`src/rtl/cbf_parallel_filter.sv`:
```
// Multi-channel control-bounded filter back end: per-channel complex recursion, channel sum, scaled/saturated/decimated output.
// Latency 2 cycles accept->out, one sample per clock; no backpressure (in_valid strobe only, out_valid one-cycle strobe).
module cbf_parallel_filter #(
  parameter int N      = 3,
  parameter int width  = 16,
  parameter int DW     = 24,
  parameter int FRAC   = 16,
  parameter logic [N*DW-1:0] LAMBDA_RE = {N{24'd63570}},
  parameter logic [N*DW-1:0] LAMBDA_IM = {N{24'd0}},
  parameter logic [N*DW-1:0] W_RE      = {N{24'd6554}},
  parameter logic [N*DW-1:0] W_IM      = {N{24'd0}},
  parameter int OSHIFT = 8,
  parameter int DECIM  = 1
) (
  input  logic                    clk,
  input  logic                    rst,
  input  logic [N-1:0]            in,
  input  logic                    in_valid,
  output logic signed [width-1:0] out,
  output logic                    out_valid
);

  localparam int PW = 2*DW + 2;
  localparam int SW = DW + $clog2(N) + 1;
  localparam int XW = ((SW > width) ? SW : width) + 1;
  localparam int CW = (DECIM > 1) ? $clog2(DECIM) : 1;

  localparam logic signed [PW-1:0] DMAX = {{(PW-DW+1){1'b0}}, {(DW-1){1'b1}}};
  localparam logic signed [PW-1:0] DMIN = ~DMAX;
  localparam logic signed [XW-1:0] OMAX = {{(XW-width+1){1'b0}}, {(width-1){1'b1}}};
  localparam logic signed [XW-1:0] OMIN = ~OMAX;
  localparam logic [CW-1:0]        CLAST = CW'(DECIM - 1);

  // One recursion component: ((a*b -/+ c*d) >>> FRAC) +/- w, saturated to DW bits.
  function automatic logic signed [DW-1:0] rec_step(
    input logic signed [DW-1:0] a, b, c, d, w,
    input logic                 add_cd,
    input logic                 pos_w
  );
    logic signed [PW-1:0] pa, pb, pc, pd, pw, p, q;
    pa = a; pb = b; pc = c; pd = d; pw = w;
    p = add_cd ? (pa*pb + pc*pd) : (pa*pb - pc*pd);
    q = (p >>> FRAC) + (pos_w ? pw : -pw);
    if (q > DMAX)      rec_step = DMAX[DW-1:0];
    else if (q < DMIN) rec_step = DMIN[DW-1:0];
    else               rec_step = q[DW-1:0];
  endfunction

  logic signed [DW-1:0] s_re [N];
  logic signed [DW-1:0] s_im [N];
  logic signed [DW-1:0] nx_re [N];
  logic signed [DW-1:0] nx_im [N];
  logic signed [SW-1:0] sum_c, sum_r;
  logic signed [XW-1:0] sum_x, sh;
  logic                 v0, v1;
  logic [CW-1:0]        cnt;

  always_comb begin
    for (int k = 0; k < N; k++) begin
      nx_re[k] = rec_step($signed(LAMBDA_RE[k*DW +: DW]), s_re[k],
                          $signed(LAMBDA_IM[k*DW +: DW]), s_im[k],
                          $signed(W_RE[k*DW +: DW]), 1'b0, in[k]);
      nx_im[k] = rec_step($signed(LAMBDA_RE[k*DW +: DW]), s_im[k],
                          $signed(LAMBDA_IM[k*DW +: DW]), s_re[k],
                          $signed(W_IM[k*DW +: DW]), 1'b1, in[k]);
    end
  end

  always_comb begin
    sum_c = '0;
    for (int k = 0; k < N; k++) sum_c = sum_c + SW'(s_re[k]);
  end

  always_comb begin
    sum_x = XW'(sum_r);
    sh    = sum_x >>> OSHIFT;
  end

  always_ff @(posedge clk) begin
    if (rst) begin
      for (int k = 0; k < N; k++) begin
        s_re[k] <= '0;
        s_im[k] <= '0;
      end
      v0 <= 1'b0;
    end else begin
      if (in_valid) begin
        for (int k = 0; k < N; k++) begin
          s_re[k] <= nx_re[k];
          s_im[k] <= nx_im[k];
        end
      end
      v0 <= in_valid;
    end
  end

  // Sum stage runs every edge; v1 marks which sums belong to accepted samples.
  always_ff @(posedge clk) begin
    if (rst) begin
      sum_r <= '0;
      v1    <= 1'b0;
    end else begin
      sum_r <= sum_c;
      v1    <= v0;
    end
  end

  always_ff @(posedge clk) begin
    if (rst) begin
      cnt       <= '0;
      out       <= '0;
      out_valid <= 1'b0;
    end else begin
      out_valid <= 1'b0;
      if (v1) begin
        cnt <= (cnt == CLAST) ? '0 : cnt + 1'b1;
        if (cnt == CLAST) begin
          out_valid <= 1'b1;
          if (sh > OMAX)      out <= OMAX[width-1:0];
          else if (sh < OMIN) out <= OMIN[width-1:0];
          else                out <= sh[width-1:0];
        end
      end
    end
  end

endmodule
```
`config.mk`:
```
export PLATFORM = sky130hd
export DESIGN_NAME = cbf_parallel_filter
export DESIGN_NICKNAME = d
export VERILOG_FILES = /design/src/rtl/cbf_parallel_filter.sv
export SDC_FILE = /design/constraint.sdc
export NUM_CORES = 2
export LEC_CHECK = 0
export BUFFER_PORTS_ARGS = -buffer_cell sky130_fd_sc_hd__buf_4
export CAP_MARGIN = 20
export CORE_ASPECT_RATIO = 1.75
export CORE_UTILIZATION = 60
export CTS_CLUSTER_SIZE = 10
export DETAILED_ROUTE_END_ITERATION = 10
export PLACE_DENSITY = 0.76
export SYNTH_ARGS = -nofsm -noshare
export SYNTH_HDL_FRONTEND = slang
export SYNTH_SLANG_ARGS = --single-unit
```
`constraint.sdc`:
```
create_clock -name clk -period 9.7 [get_ports clk]
set_input_delay 0.97 -clock clk [delete_from_list [all_inputs] [get_ports clk]]
set_output_delay 0.97 -clock clk [all_outputs]
set_load 0.1 [all_outputs]
```
# Yosys cells after proc, flatten, opt, wreduce, memory -nomap -nowiden
# Memories as Yosys holds them, arrays and structs flattened.
# Cells that the tools add are included.
# Widths: inputs -> output; s select.
# op_classes
n_reduce_logical	2
div_mod_pow	0
magnitude_cmp	8
muxes	21
eq_ne	0
multipliers	3
n_bitwise	5
n_addsub	6
n_shift	0
# ops
op	n
$mux 24	9
$add 25x50->50	3
$gt 50x24->1 const B	3
$lt 50x24->1 const B	3
$mux 50	3
$mul 16x24->40 const A	3
$mux 16	2
$add 25x24->26	1
$add 24x24->25	1
$gt 18x16->1 const B	1
$lt 18x16->1 const B	1
$mux 1	7
$or 1x1->1	3
$not 1->1	2
$reduce_and 2->1	1
$reduce_or 2->1	1
$add 1x1->1 const B	1
# word_totals
latch_bits	0
out_inout_bits	17
mem_bits_rw	72
memories	1
register_bits	46
mem_bits_ro	0
inputBits	6
# memory_table
name	words	word_bits	read_ports	rd_ports_with_merged_regs	wr	line	text
s_re	3	24	3	0	3	49	logic signed [DW-1:0] s_re [N];

# Logic depth before layout (Yosys ltp)
# An unclocked memory read counts as a cell.
# depth
ltp_word	7
depth_mapped	34
mapped_depth_nobuf	32

# Least setup slack after synthesis
# Ideal clock, no wire load.
# synth_timing
path_type	reg2reg
from	memory s_re[2][3], in the netlist s_re[0][51]
to	memory s_re[2][16], in the netlist s_re[0][64], data pin
setup_slack_ns	1.006
path_stages_with_launch	32
t_required_ns	9.429
setup_ns	0.271
period_less_slack_ns	8.694
arrival_time_ns	8.423
path_cell_list	edfxtp_1 fa_1 inv_1 fa_1 inv_1 fa_1 inv_1 fa_1 fa_1 fa_1 inv_1 ha_1 and4_1 a21o_1 o21ai_0 a21o_1 a21oi_1 nor2_1 o221ai_1 a31oi_1 nor4_1 or4b_2 ha_1 and3_1 a31oi_1 o21ai_0 o31a_1 o21ai_0 a221oi_1 a22oi_1 clkbuf_1 o21ai_0
# synth_rtl
element	line
start, declared	49

==> impl_metrics.toml <==
[status]
status = "completed"

[floorplanning]
die_h_um = 291
placement_rows = 105
start_util_pct = 61.0
die_x_um = 167
core_area_mm2 = 0.0470
die-area_mm2 = 0.0487
pin_count = 23

[run]
maxCapViolCount = 0

[cts]
htreeDepth = 3
cts_tree = "yes"
clk_path_buf_depth = 2
hold_buffers = 0
clock_latency_ps = 390
cts-root-buf = "clkbuf_16"
cts.sinks = 109
cts_made_buffers = 9
clkTransAtPathRegs_ps = 80

[route]
drt_pass1_iterations = 5
drc = 0
drtAntennaViolNets = 0
viasPerCell = 5.82
routedWlPerCell_um = 18.3
dr.first_iter.drc_count = 845
via_count = 21100
wirelength_mm = 66.2

[global_route]
antenna_found_initial = 0
grt_pass1_vias = 23300
grt_max_degree = 73
grt_usage_pct = 28.9
grt_overflow = 0
grt_pass1_wl_mm = 112

[cells_and_area]
multi_input_area_mm2 = 0.0233
drive_gt1_share_pct = 5.15
finalNetCount = 4005
ff_latch_area_mm2 = 0.00290
num_antenna_cells = 0
fill_cells = 3788
design_area_mm2 = 0.0301
area_growth_pct = 5.05

[sta]
fin_tns_setup_ps = 0
clock-skew-final_ps = 19.5
fmax_mhz = 108
finalHoldViolations = 0
period_needed_ps = 9260
relSlewSlack_pct = 27.5
setup-violations-final = 0
fin_crit_sh_pct = 95.5
worst_pin_slew_ps = 1090
slew_violations = 0

[worst_setup_path]
required_ps = 9840
reg2reg_slack_ps = 440
cp_slowest_cell = "fa_1"
cp_common_cell = "fa_1"
cp-start-kind = "flip-flop"
crit_fanout = 23
cp_data_arrival_time_ps = 9400
cpPeakStageDelay_ps = 610
crit_type = "flip-flop to flip-flop"
critPathCaptureType = "flip-flop"

[worst_hold_path]
hold_path_class = "flip-flop to flip-flop"

[synthesis]
synth.largest_area_cell = "fa_1"
synth.area.top_cells = "fa_1, ha_1, inv_1"
synth.distinct_cells = 98
yosys_warnings = 0
netlist_area_mm2 = 0.0287
synth_edf_count = 72
synth_top_area_share_pct = 28.6
synth_area_per_cell_um2 = 9.63
ys_seq_elements = 109
async_flop_share_pct = 0
synth_ff_type = "edfxtp_1"
ys_seq_area_share_pct = 10.1
syn_inst = 2977
synth_nets = 3956

[placed_design]
portBuffers = 22
place_hpwl_mm = 56.7
placed_cell_area_mm2 = 0.0296
globalplace.congestion = 0.945
==> worst max-delay path: cells and delay by family (launching register included) <==
| family | cells | cell delay, ps |
|---|---|---|
| buffers and inverters | 2 | 100 |
| adder cells (fa/ha/maj) | 8 | 3890 |
| flip-flops | 1 | 540 |
| AO/OA/AOI/OAI | 14 | 3700 |
| XOR/XNOR | 2 | 400 |
| AND/OR/NAND/NOR | 2 | 390 |
==> Yosys cell counts (5+ instances only) <==
master and n:
o21a_1 15, nand2_1 103, and3_1 12, o31ai_1 6, a21oi_1 179, and2_1 8, fa_1 410, or2_2 10
a31oi_1 19, nor2_1 112, mux2i_1 16, edfxtp_1 72, a211o_1 7, nand2b_1 35, o211ai_1 8, a21o_1 123
xor2_1 61, o21ai_0 112, or3_1 13, xnor2_1 155, nand4_1 23, nor2b_1 16, o21bai_1 13, clkbuf_1 36
inv_1 607, nor3b_1 8, ha_1 563, a211oi_1 13, nand3_1 36, o22ai_1 5, a221oi_1 10, o21ai_1 6
dfxtp_1 37, nor3_1 16
==> what timing repair did <==
| item | CTS | global route |
|---|---|---|
| buffers inserted | 0 | 25 |
| resized for setup | 0 | 4 |
| endpoints found under the setup margin | 0 | 38 |
==> state kept, by name, indices dropped and copies added, names as in the netlist <==
register,cells
s_re,72
sum_r,18
out,16
out_valid,1
v0,1
v1,1
==> logic make-up after synthesis <==
logic type | Yosys count | share of synthesized area, %
and+or+nand+nor | 418 | 7.35
AOI/OAI and AO/OA | 583 | 13.2
DFF | 109 | 10.1
muxes | 17 | 0.611
xor gates and xnor gates | 216 | 6.60
buffers and inverters | 659 | 8.86
adders and majority gates | 975 | 53.3
==> area by class of cell <==
type                       count  area share (%)
multi-input combinational   2209            77.2
sequential                   109            9.64
inverter                     609            7.59
tap                          588            2.44
timing repair buffer          88            2.19
clock buffer                  10           0.760
clock inverter                 6           0.174
==> routing by layer <==
layer | wire length, µm | GRT usage [%] | vias to the layer above | part of all wire (%)
met4 | 4040 | 16.8 | 0 | 6.1
met5 | 0 | 0 | - | 0
li1 | - | - | 9968 | -
met3 | 1740 | 2.19 | 195 | 2.6
met1 | 23400 | 29.5 | 10500 | 35
met2 | 37000 | 56.7 | 408 | 56
==> per-stage QoR <==
stage,worst slack [ps],utilization (%),cells,hold WS (ps)
final,436,64.0,3619,446
after global routing,-25.6,64.0,3619,455
after CTS,313,63.6,3593,449
after detailed placement,331,63.0,3577,431
after global placement,475,63.0,3577,420
after floorplan,1010,-,2977,414
==> final timing paths <==
path,start,to,cells past startpoint
min reg2reg,v0,v1,1
max reg2reg,s_re[0][6],s_re[0][1],28
max,s_re[0][6],s_re[0][1],28
min,v0,v1,1
==> placed cells by master, fill, tap and decap left out, types with 7 or more instances in the layout <==
master     synthesis  final
o21bai_1          13     13
dfxtp_1           37     37
o21ai_0          112    112
nand3_1           36     36
nand4_1           23     23
o21a_1            15     15
a21o_1           123    123
clkbuf_16          0      9
a31oi_1           19     17
ha_1             563    563
or2_2             10      9
edfxtp_1          72     72
inv_1            607    607
and3_1            12     12
mux2i_1           16     16
fa_1             410    410
or3_1             13     13
nand2b_1          35     35
xnor2_1          155    155
a211o_1            7      7
xor2_1            61     61
nor3_1            16     16
a21oi_1          179    179
a221oi_1          10      9
buf_4              1     87
nor2b_1           16     16
a211oi_1          13     13
nor2_1           112    112
o211ai_1           8      8
nand2_1          103    103
nor3b_1            8      8
and2_1             8      8
Power is left out: the tool's default activity adds up to more than one toggle a clock period on the data nets, which glitch-free logic cannot reach.
